===== src/rtl/mm_bridge_loader_if.sv =====
// Stream, BRAM and multiplier-handshake bundle for mm_bridge_loader.
// master: the loader's view; slave: the environment (source, sink, BRAM, multiplier).
interface mm_bridge_loader_if;
   logic [16:0] in_data_i;
   logic        in_valid_i;
   logic        in_ready_o;
   logic [16:0] out_data_o;
   logic        out_valid_o;
   logic        out_ready_i;
   logic [31:0] BRAM_addr_o;
   logic [16:0] BRAM_din_o;
   logic [16:0] BRAM_dout_i;
   logic        BRAM_we_o;
   logic        BRAM_en_o;
   logic        MM_start_o;
   logic        MM_done_i;

   modport master (
      input  in_data_i, in_valid_i, out_ready_i, BRAM_dout_i, MM_done_i,
      output in_ready_o, out_data_o, out_valid_o, BRAM_addr_o, BRAM_din_o,
             BRAM_we_o, BRAM_en_o, MM_start_o
   );

   modport slave (
      output in_data_i, in_valid_i, out_ready_i, BRAM_dout_i, MM_done_i,
      input  in_ready_o, out_data_o, out_valid_o, BRAM_addr_o, BRAM_din_o,
             BRAM_we_o, BRAM_en_o, MM_start_o
   );
endinterface


===== src/rtl/mm_bridge_loader.sv =====
// Loads p_prime_0/p/a/b into the multiplier's bridge BRAM, kicks the multiplier and streams the result back.
// Optional WAIT watchdog enabled by defining MM_BRIDGE_TIMEOUT_EN.
module mm_bridge_loader #(
   parameter int s              = 8,
   parameter int TIMEOUT_CYCLES = 4096
) (
   input  logic               clock_i,
   input  logic               reset_i,
   input  logic               start_i,
   mm_bridge_loader_if.master bus,
   output logic               busy_o,
   output logic               done_o,
   output logic               error_o
);
   localparam int AW = $clog2(4 * s);
   localparam logic [AW-1:0] CNT_ONE   = AW'(1);
   localparam logic [AW-1:0] LAST_LOAD = AW'(3 * s);
   localparam logic [AW-1:0] LAST_RD   = AW'(s - 1);
   localparam logic [AW-1:0] RES_BASE  = AW'(s + 1);

   if (s < 1 || TIMEOUT_CYCLES < 1) begin : g_bad_params
      $error("mm_bridge_loader: s and TIMEOUT_CYCLES must be positive");
   end

   typedef enum logic [2:0] {
      IDLE   = 3'd0,
      LOAD   = 3'd1,
      START  = 3'd2,
      WAIT   = 3'd3,
      RD_REQ = 3'd4,
      RD_CAP = 3'd5,
      OUT    = 3'd6,
      FIN    = 3'd7
   } state_t;

   state_t        state_r;
   state_t        state_nx_s;
   logic [AW-1:0] cnt_r;
   logic [AW-1:0] cnt_nx_s;
   logic [16:0]   out_data_r;
   logic [AW-1:0] addr_s;
   logic          in_ready_s;
   logic          bram_en_s;
   logic          bram_we_s;
   logic          mm_start_s;
   logic          out_valid_s;
   logic          done_s;
   logic          timeout_s;

`ifdef MM_BRIDGE_TIMEOUT_EN
   localparam int WW = $clog2(TIMEOUT_CYCLES + 1);
   logic [WW-1:0] wdog_r;
   logic          error_r;

   // timeout fires on the last WAIT cycle of the budget unless the multiplier answers
   assign timeout_s = (state_r == WAIT) && !bus.MM_done_i &&
                      (wdog_r == WW'(TIMEOUT_CYCLES - 1));

   // WAIT-cycle watchdog and sticky error flag (cleared by the next accepted start)
   always_ff @(posedge clock_i or posedge reset_i) begin
      if (reset_i) begin
         wdog_r  <= {WW{1'b0}};
         error_r <= 1'b0;
      end else begin
         if (state_r == WAIT) begin
            wdog_r <= wdog_r + WW'(1);
         end else begin
            wdog_r <= {WW{1'b0}};
         end
         if (state_r == IDLE && start_i) begin
            error_r <= 1'b0;
         end else if (timeout_s) begin
            error_r <= 1'b1;
         end else begin
            error_r <= error_r;
         end
      end
   end

   assign error_o = error_r;
`else
   assign timeout_s = 1'b0;
   assign error_o   = 1'b0;
`endif

   // state, word counter and the captured result word
   always_ff @(posedge clock_i or posedge reset_i) begin
      if (reset_i) begin
         state_r    <= IDLE;
         cnt_r      <= {AW{1'b0}};
         out_data_r <= 17'd0;
      end else begin
         state_r <= state_nx_s;
         cnt_r   <= cnt_nx_s;
         if (state_r == RD_CAP) begin
            out_data_r <= bus.BRAM_dout_i;
         end else begin
            out_data_r <= out_data_r;
         end
      end
   end

   // next-state, counter and handshake/BRAM controls
   always_comb begin
      state_nx_s  = state_r;
      cnt_nx_s    = cnt_r;
      in_ready_s  = 1'b0;
      bram_en_s   = 1'b0;
      bram_we_s   = 1'b0;
      addr_s      = {AW{1'b0}};
      mm_start_s  = 1'b0;
      out_valid_s = 1'b0;
      done_s      = 1'b0;
      case (state_r)
         IDLE: begin
            if (start_i) begin
               state_nx_s = LOAD;
               cnt_nx_s   = {AW{1'b0}};
            end else begin
               state_nx_s = IDLE;
            end
         end
         LOAD: begin
            in_ready_s = 1'b1;
            addr_s     = cnt_r;
            if (bus.in_valid_i) begin
               bram_en_s = 1'b1;
               bram_we_s = 1'b1;
               cnt_nx_s  = cnt_r + CNT_ONE;
               if (cnt_r == LAST_LOAD) begin
                  state_nx_s = START;
               end else begin
                  state_nx_s = LOAD;
               end
            end else begin
               state_nx_s = LOAD;
            end
         end
         START: begin
            mm_start_s = 1'b1;
            state_nx_s = WAIT;
         end
         WAIT: begin
            if (bus.MM_done_i) begin
               state_nx_s = RD_REQ;
               cnt_nx_s   = {AW{1'b0}};
            end else if (timeout_s) begin
               state_nx_s = FIN;
            end else begin
               state_nx_s = WAIT;
            end
         end
         RD_REQ: begin
            bram_en_s  = 1'b1;
            addr_s     = RES_BASE + cnt_r;
            state_nx_s = RD_CAP;
         end
         RD_CAP: begin
            state_nx_s = OUT;
         end
         OUT: begin
            out_valid_s = 1'b1;
            if (bus.out_ready_i) begin
               cnt_nx_s = cnt_r + CNT_ONE;
               if (cnt_r == LAST_RD) begin
                  state_nx_s = FIN;
               end else begin
                  state_nx_s = RD_REQ;
               end
            end else begin
               state_nx_s = OUT;
            end
         end
         FIN: begin
            done_s     = 1'b1;
            state_nx_s = IDLE;
         end
         default: begin
            state_nx_s = IDLE;
         end
      endcase
   end

   assign bus.in_ready_o  = in_ready_s;
   assign bus.out_valid_o = out_valid_s;
   assign bus.out_data_o  = out_data_r;
   assign bus.BRAM_en_o   = bram_en_s;
   assign bus.BRAM_we_o   = bram_we_s;
   assign bus.BRAM_addr_o = {{(32 - AW){1'b0}}, addr_s};
   assign bus.BRAM_din_o  = bram_we_s ? bus.in_data_i : 17'd0;
   assign bus.MM_start_o  = mm_start_s;
   assign busy_o          = (state_r != IDLE);
   assign done_o          = done_s;
endmodule


===== src/flat_wrapper.sv =====
// flat-port wrapper written by rule: the top's interface ports become plain ports
module mm_bridge_loader_flat 
#(
   parameter int s              = 8,
   parameter int TIMEOUT_CYCLES = 4096
)
  (clock_i, reset_i, start_i, busy_o, done_o, error_o, bus_in_data_i, bus_in_valid_i, bus_out_ready_i, bus_BRAM_dout_i, bus_MM_done_i, bus_in_ready_o, bus_out_data_o, bus_out_valid_o, bus_BRAM_addr_o, bus_BRAM_din_o, bus_BRAM_we_o, bus_BRAM_en_o, bus_MM_start_o);
  mm_bridge_loader_if bus_i ();
  input  logic clock_i;
  input  logic reset_i;
  input  logic start_i;
  output logic busy_o;
  output logic done_o;
  output logic error_o;
  input wire logic [$bits(bus_i.in_data_i)-1:0] bus_in_data_i;
  input wire logic [$bits(bus_i.in_valid_i)-1:0] bus_in_valid_i;
  input wire logic [$bits(bus_i.out_ready_i)-1:0] bus_out_ready_i;
  input wire logic [$bits(bus_i.BRAM_dout_i)-1:0] bus_BRAM_dout_i;
  input wire logic [$bits(bus_i.MM_done_i)-1:0] bus_MM_done_i;
  output wire logic [$bits(bus_i.in_ready_o)-1:0] bus_in_ready_o;
  output wire logic [$bits(bus_i.out_data_o)-1:0] bus_out_data_o;
  output wire logic [$bits(bus_i.out_valid_o)-1:0] bus_out_valid_o;
  output wire logic [$bits(bus_i.BRAM_addr_o)-1:0] bus_BRAM_addr_o;
  output wire logic [$bits(bus_i.BRAM_din_o)-1:0] bus_BRAM_din_o;
  output wire logic [$bits(bus_i.BRAM_we_o)-1:0] bus_BRAM_we_o;
  output wire logic [$bits(bus_i.BRAM_en_o)-1:0] bus_BRAM_en_o;
  output wire logic [$bits(bus_i.MM_start_o)-1:0] bus_MM_start_o;
  assign bus_i.in_data_i = bus_in_data_i;
  assign bus_i.in_valid_i = bus_in_valid_i;
  assign bus_i.out_ready_i = bus_out_ready_i;
  assign bus_i.BRAM_dout_i = bus_BRAM_dout_i;
  assign bus_i.MM_done_i = bus_MM_done_i;
  assign bus_in_ready_o = bus_i.in_ready_o;
  assign bus_out_data_o = bus_i.out_data_o;
  assign bus_out_valid_o = bus_i.out_valid_o;
  assign bus_BRAM_addr_o = bus_i.BRAM_addr_o;
  assign bus_BRAM_din_o = bus_i.BRAM_din_o;
  assign bus_BRAM_we_o = bus_i.BRAM_we_o;
  assign bus_BRAM_en_o = bus_i.BRAM_en_o;
  assign bus_MM_start_o = bus_i.MM_start_o;
  mm_bridge_loader #(.s(s), .TIMEOUT_CYCLES(TIMEOUT_CYCLES)) u_core (.clock_i(clock_i), .reset_i(reset_i), .start_i(start_i), .bus(bus_i), .busy_o(busy_o), .done_o(done_o), .error_o(error_o));
endmodule

===== config.mk =====
export PLATFORM = sky130hd
export DESIGN_NAME = mm_bridge_loader_flat
export DESIGN_NICKNAME = d
export VERILOG_FILES = /design/src/rtl/mm_bridge_loader_if.sv /design/src/rtl/mm_bridge_loader.sv /design/src/flat_wrapper.sv
export SDC_FILE = /design/constraint.sdc
export NUM_CORES = 1
export LEC_CHECK = 0
export BUFFER_PORTS_ARGS = -buffer_cell sky130_fd_sc_hd__buf_2
export CORE_MARGIN = 5
export CORE_UTILIZATION = 46
export CTS_BUF_LIST = sky130_fd_sc_hd__clkbuf_4 sky130_fd_sc_hd__clkbuf_8
export DETAILED_ROUTE_END_ITERATION = 10
export PLACE_DENSITY = 0.91
export SKIP_CTS_REPAIR_TIMING = 1
export SYNTH_ARGS = -nofsm -noshare
export SYNTH_HDL_FRONTEND = slang
export SYNTH_SLANG_ARGS = --single-unit

===== constraint.sdc =====
create_clock -name clock_i -period 4.1 [get_ports clock_i]
set_input_delay 0.41 -clock clock_i [delete_from_list [all_inputs] [get_ports clock_i]]
set_output_delay 0.41 -clock clock_i [all_outputs]
set_load 0.02 [all_outputs]

Word-level counts from Yosys, hierarchy flattened
Cells that the tools add are included.
Widths: inputs -> output; s select.
{ "classes": {"add_sub_neg": 2, "n_eq_ne": 13, "mux": 21, "n_reduce_logical": 4} }
{ "op_table": {"columns": ["operator", "count"], "rows": [
  ["$pmux 3 s8", 1],
  ["$mux 5", 4],
  ["$pmux 5 s4", 1],
  ["$mux 17", 1],
  ["$eq 3x3->1 const B", 4],
  ["$pmux 5 s2", 1],
  ["$mux 2", 4],
  ["$ne 2x2->1 const B", 4],
  ["$mux 1", 7],
  ["$eq 3x2->1 const B", 2],
  ["$add 4x5->5 const A", 1],
  ["$add 5x1->5 const B", 1],
  ["$eq 5x3->1 const B", 1],
  ["$eq 5x5->1 const B", 1],
  ["$reduce_and 5->1", 1],
  ["$reduce_bool 4->1", 1],
  ["$eq 3x1->1 const B", 1],
  ["$logic_not 3->1", 1],
  ["$mux 3", 1],
  ["$reduce_bool 3->1", 1],
  ["$pmux 1 s2", 1]
]} }
{ "totals": {"input_bits": 40, "out_inout_bits": 74, "ff_bits": 25} }

Logic depth before layout (Yosys ltp)
{ "logic_depth": {"word_depth": 4, "ltp_mapped": 6} }

Worst setup path after synthesis
Ideal clock, no wire load.
{ "synth_timing": {"path_type": "register -> output", "start": "register u_core.state_r[1]", "end": "output bus_MM_start_o", "stages_incl_launch_ff": 4, "arrival_ns": 1.453, "slack_ns": 2.237, "required_time_ns": 3.690, "path_cell_list": "dfrtp_1 buf_2 buf_1 nor3b_1"} }
{ "synth_between": {"elab_chain_len": 2} }
{ "synth_rtl": {"columns": ["item", "line", "rtl"], "rows": [
  ["from (decl)", "mm_bridge_loader.sv:36", "state_t state_r;"],
  ["from (signal assigned)", "mm_bridge_loader.sv:93", "state_r <= state_nx_s;"],
  ["$eq 3x2->1", "mm_bridge_loader.sv:114", "case (state_r)"],
  ["$mux 1", "mm_bridge_loader.sv:114", null],
  ["to (decl)", "flat_wrapper.sv:27", "output wire logic [$bits(bus_i.MM_start_o)-1:0] bus_MM_start_o;"]
]} }
Every way passes these cells.

Final worst setup path
{ "layout_timing": {"start": "register u_core.state_r[0]", "end": "output bus_BRAM_din_o[8]"} }
{ "layout_between": {"elab_chain_len": 3} }
{ "layout_rtl": {"columns": ["item", "line", "rtl"], "rows": [
  ["$eq 3x1->1", "mm_bridge_loader.sv:114", null],
  ["$mux 1", "mm_bridge_loader.sv:114", null],
  ["$mux 17", "mm_bridge_loader.sv:190", "assign bus.BRAM_din_o = bram_we_s ? bus.in_data_i : 17'd0;"],
  ["to (decl)", "flat_wrapper.sv:24", "output wire logic [$bits(bus_i.BRAM_din_o)-1:0] bus_BRAM_din_o;"]
]} }
Every way passes these cells.

==> run metrics <==
Critical R2R Capture u_core.bus.out_data_o[10]$_DFFE_PP0P_; max-slew violation count 0; via count 1383; result of the run completed; Mapped Area 1660 um^2; setup_tns 0 ps; first-pass GRT wire length 6.39 mm; Max Clock Freq 0.409 GHz; Simple-Gate Fraction of Synth Area 20.9%; cell accounting for the most synthesized area dfrtp_1; non-filler cells, final 297; P_sw 690 uW; clock transition at the registers of the reported paths 120 ps; WP data arrival 2040 ps; nets@finish 294; Area Overhead vs Synth 21.5%; sequential cell area 626 um^2; Cells after Synth 172; Max Cap Viol 0; RSZ-0062 raised after global routing no; I/O pin count 114; Clk Latency, worst-skew pair 310 ps; Initial DRC Count 53; Core Region 3420 um^2; DRT Wirelength 3.88 mm; mux cell area share after synthesis 12.4%; Mapped Avg Cell Area 9.62 um^2; worst reg-to-reg path cell count 2; clock sinks 25; drt drc 0; die height 70.0 um; Compound-Gate Fraction of Synth Area 10.7%; Die X-Extent 70.0 um; synth cell count leaders buf_4 (28), dfrtp_1 (25), and2_1 (17), mux2_2 (17); initial antenna violation count 0; WL/cell 13.1 um; flop2flop setup slack 2260 ps; PortBufs 85; Async SR Flop Fraction 100%; CP Class reg2out; Lkg Pwr 0.00109 uW; Yosys warnings 0; Comb pwr share 58.4%; Relative slew margins 40.0%; internal power 745 uW; critical path startpoint category flip-flop; clock root buffer clkbuf_4; CTS buffer count 3; Seq cells post-synth 25; met3 GRT Util 3.59%; Clock power frac 7.6%; dpl hpwl 3.18 mm; vias in the first global route 1350; Worst Setup SP u_core.state_r[0]$_DFF_PP0_; Hold Vio Cnt, Final 0; area occupied by multi-input gates 858 um^2; Yosys top cell area share 37.8%; # fillers 325; fin worst setup slack 1650 ps; library cells used by synthesis 40; Synth Area in Adders 1.51%; clk_skew 1.48 ps; xor/xnor share of the synthesized area 0%; worst-path maximum fanout 19; largest family of logic cells by synthesized area simple AND/OR/NAND/NOR gates; CP required 3690 ps; First-pass DRT Iterations 4; Most Crowded Layer GR met2; Final min period 2450 ps; EDFF count, synth 0; Least-Margin Pin Slew 899 ps; sw frac 48.1%; global route overflow 0; worst-path cell chain nand2b_1, nor3_4, and2_1, buf_2; register area share after synthesis 37.8%; Die ar. 4900 um^2; Placed Cells 293; CP Capture Type output port; H-tree depth 1; Total GRT Usage 15.6%; CP max stage delay 680 ps; Primary FF master, synth dfrtp_1; Pwr Total 1440 uW; count leader, synth buf_4; maximum clock path buffer count 2; gpl congestion 0.912; worst reg2reg startpoint u_core.state_r[1]$_DFF_PP0_; DR vias/cell 4.66; Seq pwr share 34.0%; layout cells sized above 1 43.8%; met2 usage 27.5%; grt met1 use 19.4%; Slowest-stage cell, CP dfrtp_1; CTS tree built; Post-Place Cell Area 1980 um^2; # rows 21; Ant. Diodes 0; cell area after layout 2010 um^2; PwrDens 713 nW/um^2; DP Worst Slack 2030 ps; initial core utilization 48.5%; pin count of the biggest net entering global routing 26; post-route ant nets 0; fin crit share 59.7%; worst vdd ir 0.000422 V; ranking of synthesized cells by area dfrtp_1 (38%), buf_4 (13%), mux2_2 (12%); worst hold path class in2async; # setup viols final 0
==> cell type report <==
class / count / share of cell area (%)
inverter: 4 / 0.746
timing repair buffer: 85 / 21.1
tap: 46 / 2.86
sequential: 25 / 31.1
clock buffer: 4 / 1.49
multi-input combinational: 133 / 42.7
==> cell families (layout without fill, tap and decap cells) <==
logic type | Yosys count | count (layout)
AOI/OAI and AO/OA | 27 | 27
adders and majority gates | 2 | 2
and+or+nand+nor | 58 | 58
muxes | 18 | 18
buffers and inverters | 41 | 93
DFF | 25 | 25
other | 1 | 28
==> worst max path at each step <==
stage | end | slack (ps) | cells after the start
2_1_floorplan | bus_MM_start_o | 2240 | 3
3_3_place_gp | bus_BRAM_din_o[16] | 2120 | 4
3_5_place_dp | bus_BRAM_din_o[3] | 2030 | 4
4_1_cts | bus_BRAM_din_o[3] | 1660 | 4
5_1_grt | bus_BRAM_din_o[14] | 1430 | 4
6_report | bus_BRAM_din_o[8] | 1650 | 4
==> cells in the final DEF, fill, tap and decap left out, types with 2 or more instances in the layout <==
cell and instances:
dfrtp_1 25, nand3b_1 2, nor2_1 9, nand4b_1 2
mux2_2 17, nand2b_1 3, o21ai_0 6, and2_1 17
o21ai_1 2, inv_1 4, buf_2 85, clkbuf_4 4
a21o_1 2, ha_1 2, or3_1 2, a21oi_1 9
conb_1 28, nor2b_1 2, nor3b_1 2, nand2_1 7
nand3_1 3, and3_1 3
==> layer usage <==
layer  wire length (um)  up-vias
met5                  0        -
met3                252        2
li1                   -      692
met2               2090       53
met1               1510      636
met4                 22        0
==> through the flow <==
stage,util (%),hold WS (ps)
CTS,58.9,304
finish,58.9,275
global route,58.9,290
global placement,58.0,483
floorplan,-,437
detailed placement,58.0,492
==> critical path: cells and delay by family (launching register included) <==
| family | cells | cell delay, ps |
|---|---|---|
| buffers and inverters | 1 | 160 |
| flip-flops | 1 | 680 |
| AND/OR/NAND/NOR | 3 | 890 |
==> registers in the layout (all words and copies together) (netlist names) <==
name / cells
u_core.bus.out_data_o: 17
u_core.cnt_r: 5
u_core.state_r: 3
==> power by group through the flow <==
stage	Combinational, uW	Clock [uW]	Sequential, uW
after floorplan	572	0	537
after global placement	826	0	478
after detailed placement	842	0	494
after CTS	844	115	488
after global routing	908	131	512
final	838	110	488
No activity file was read; power rests on OpenSTA's default activity.
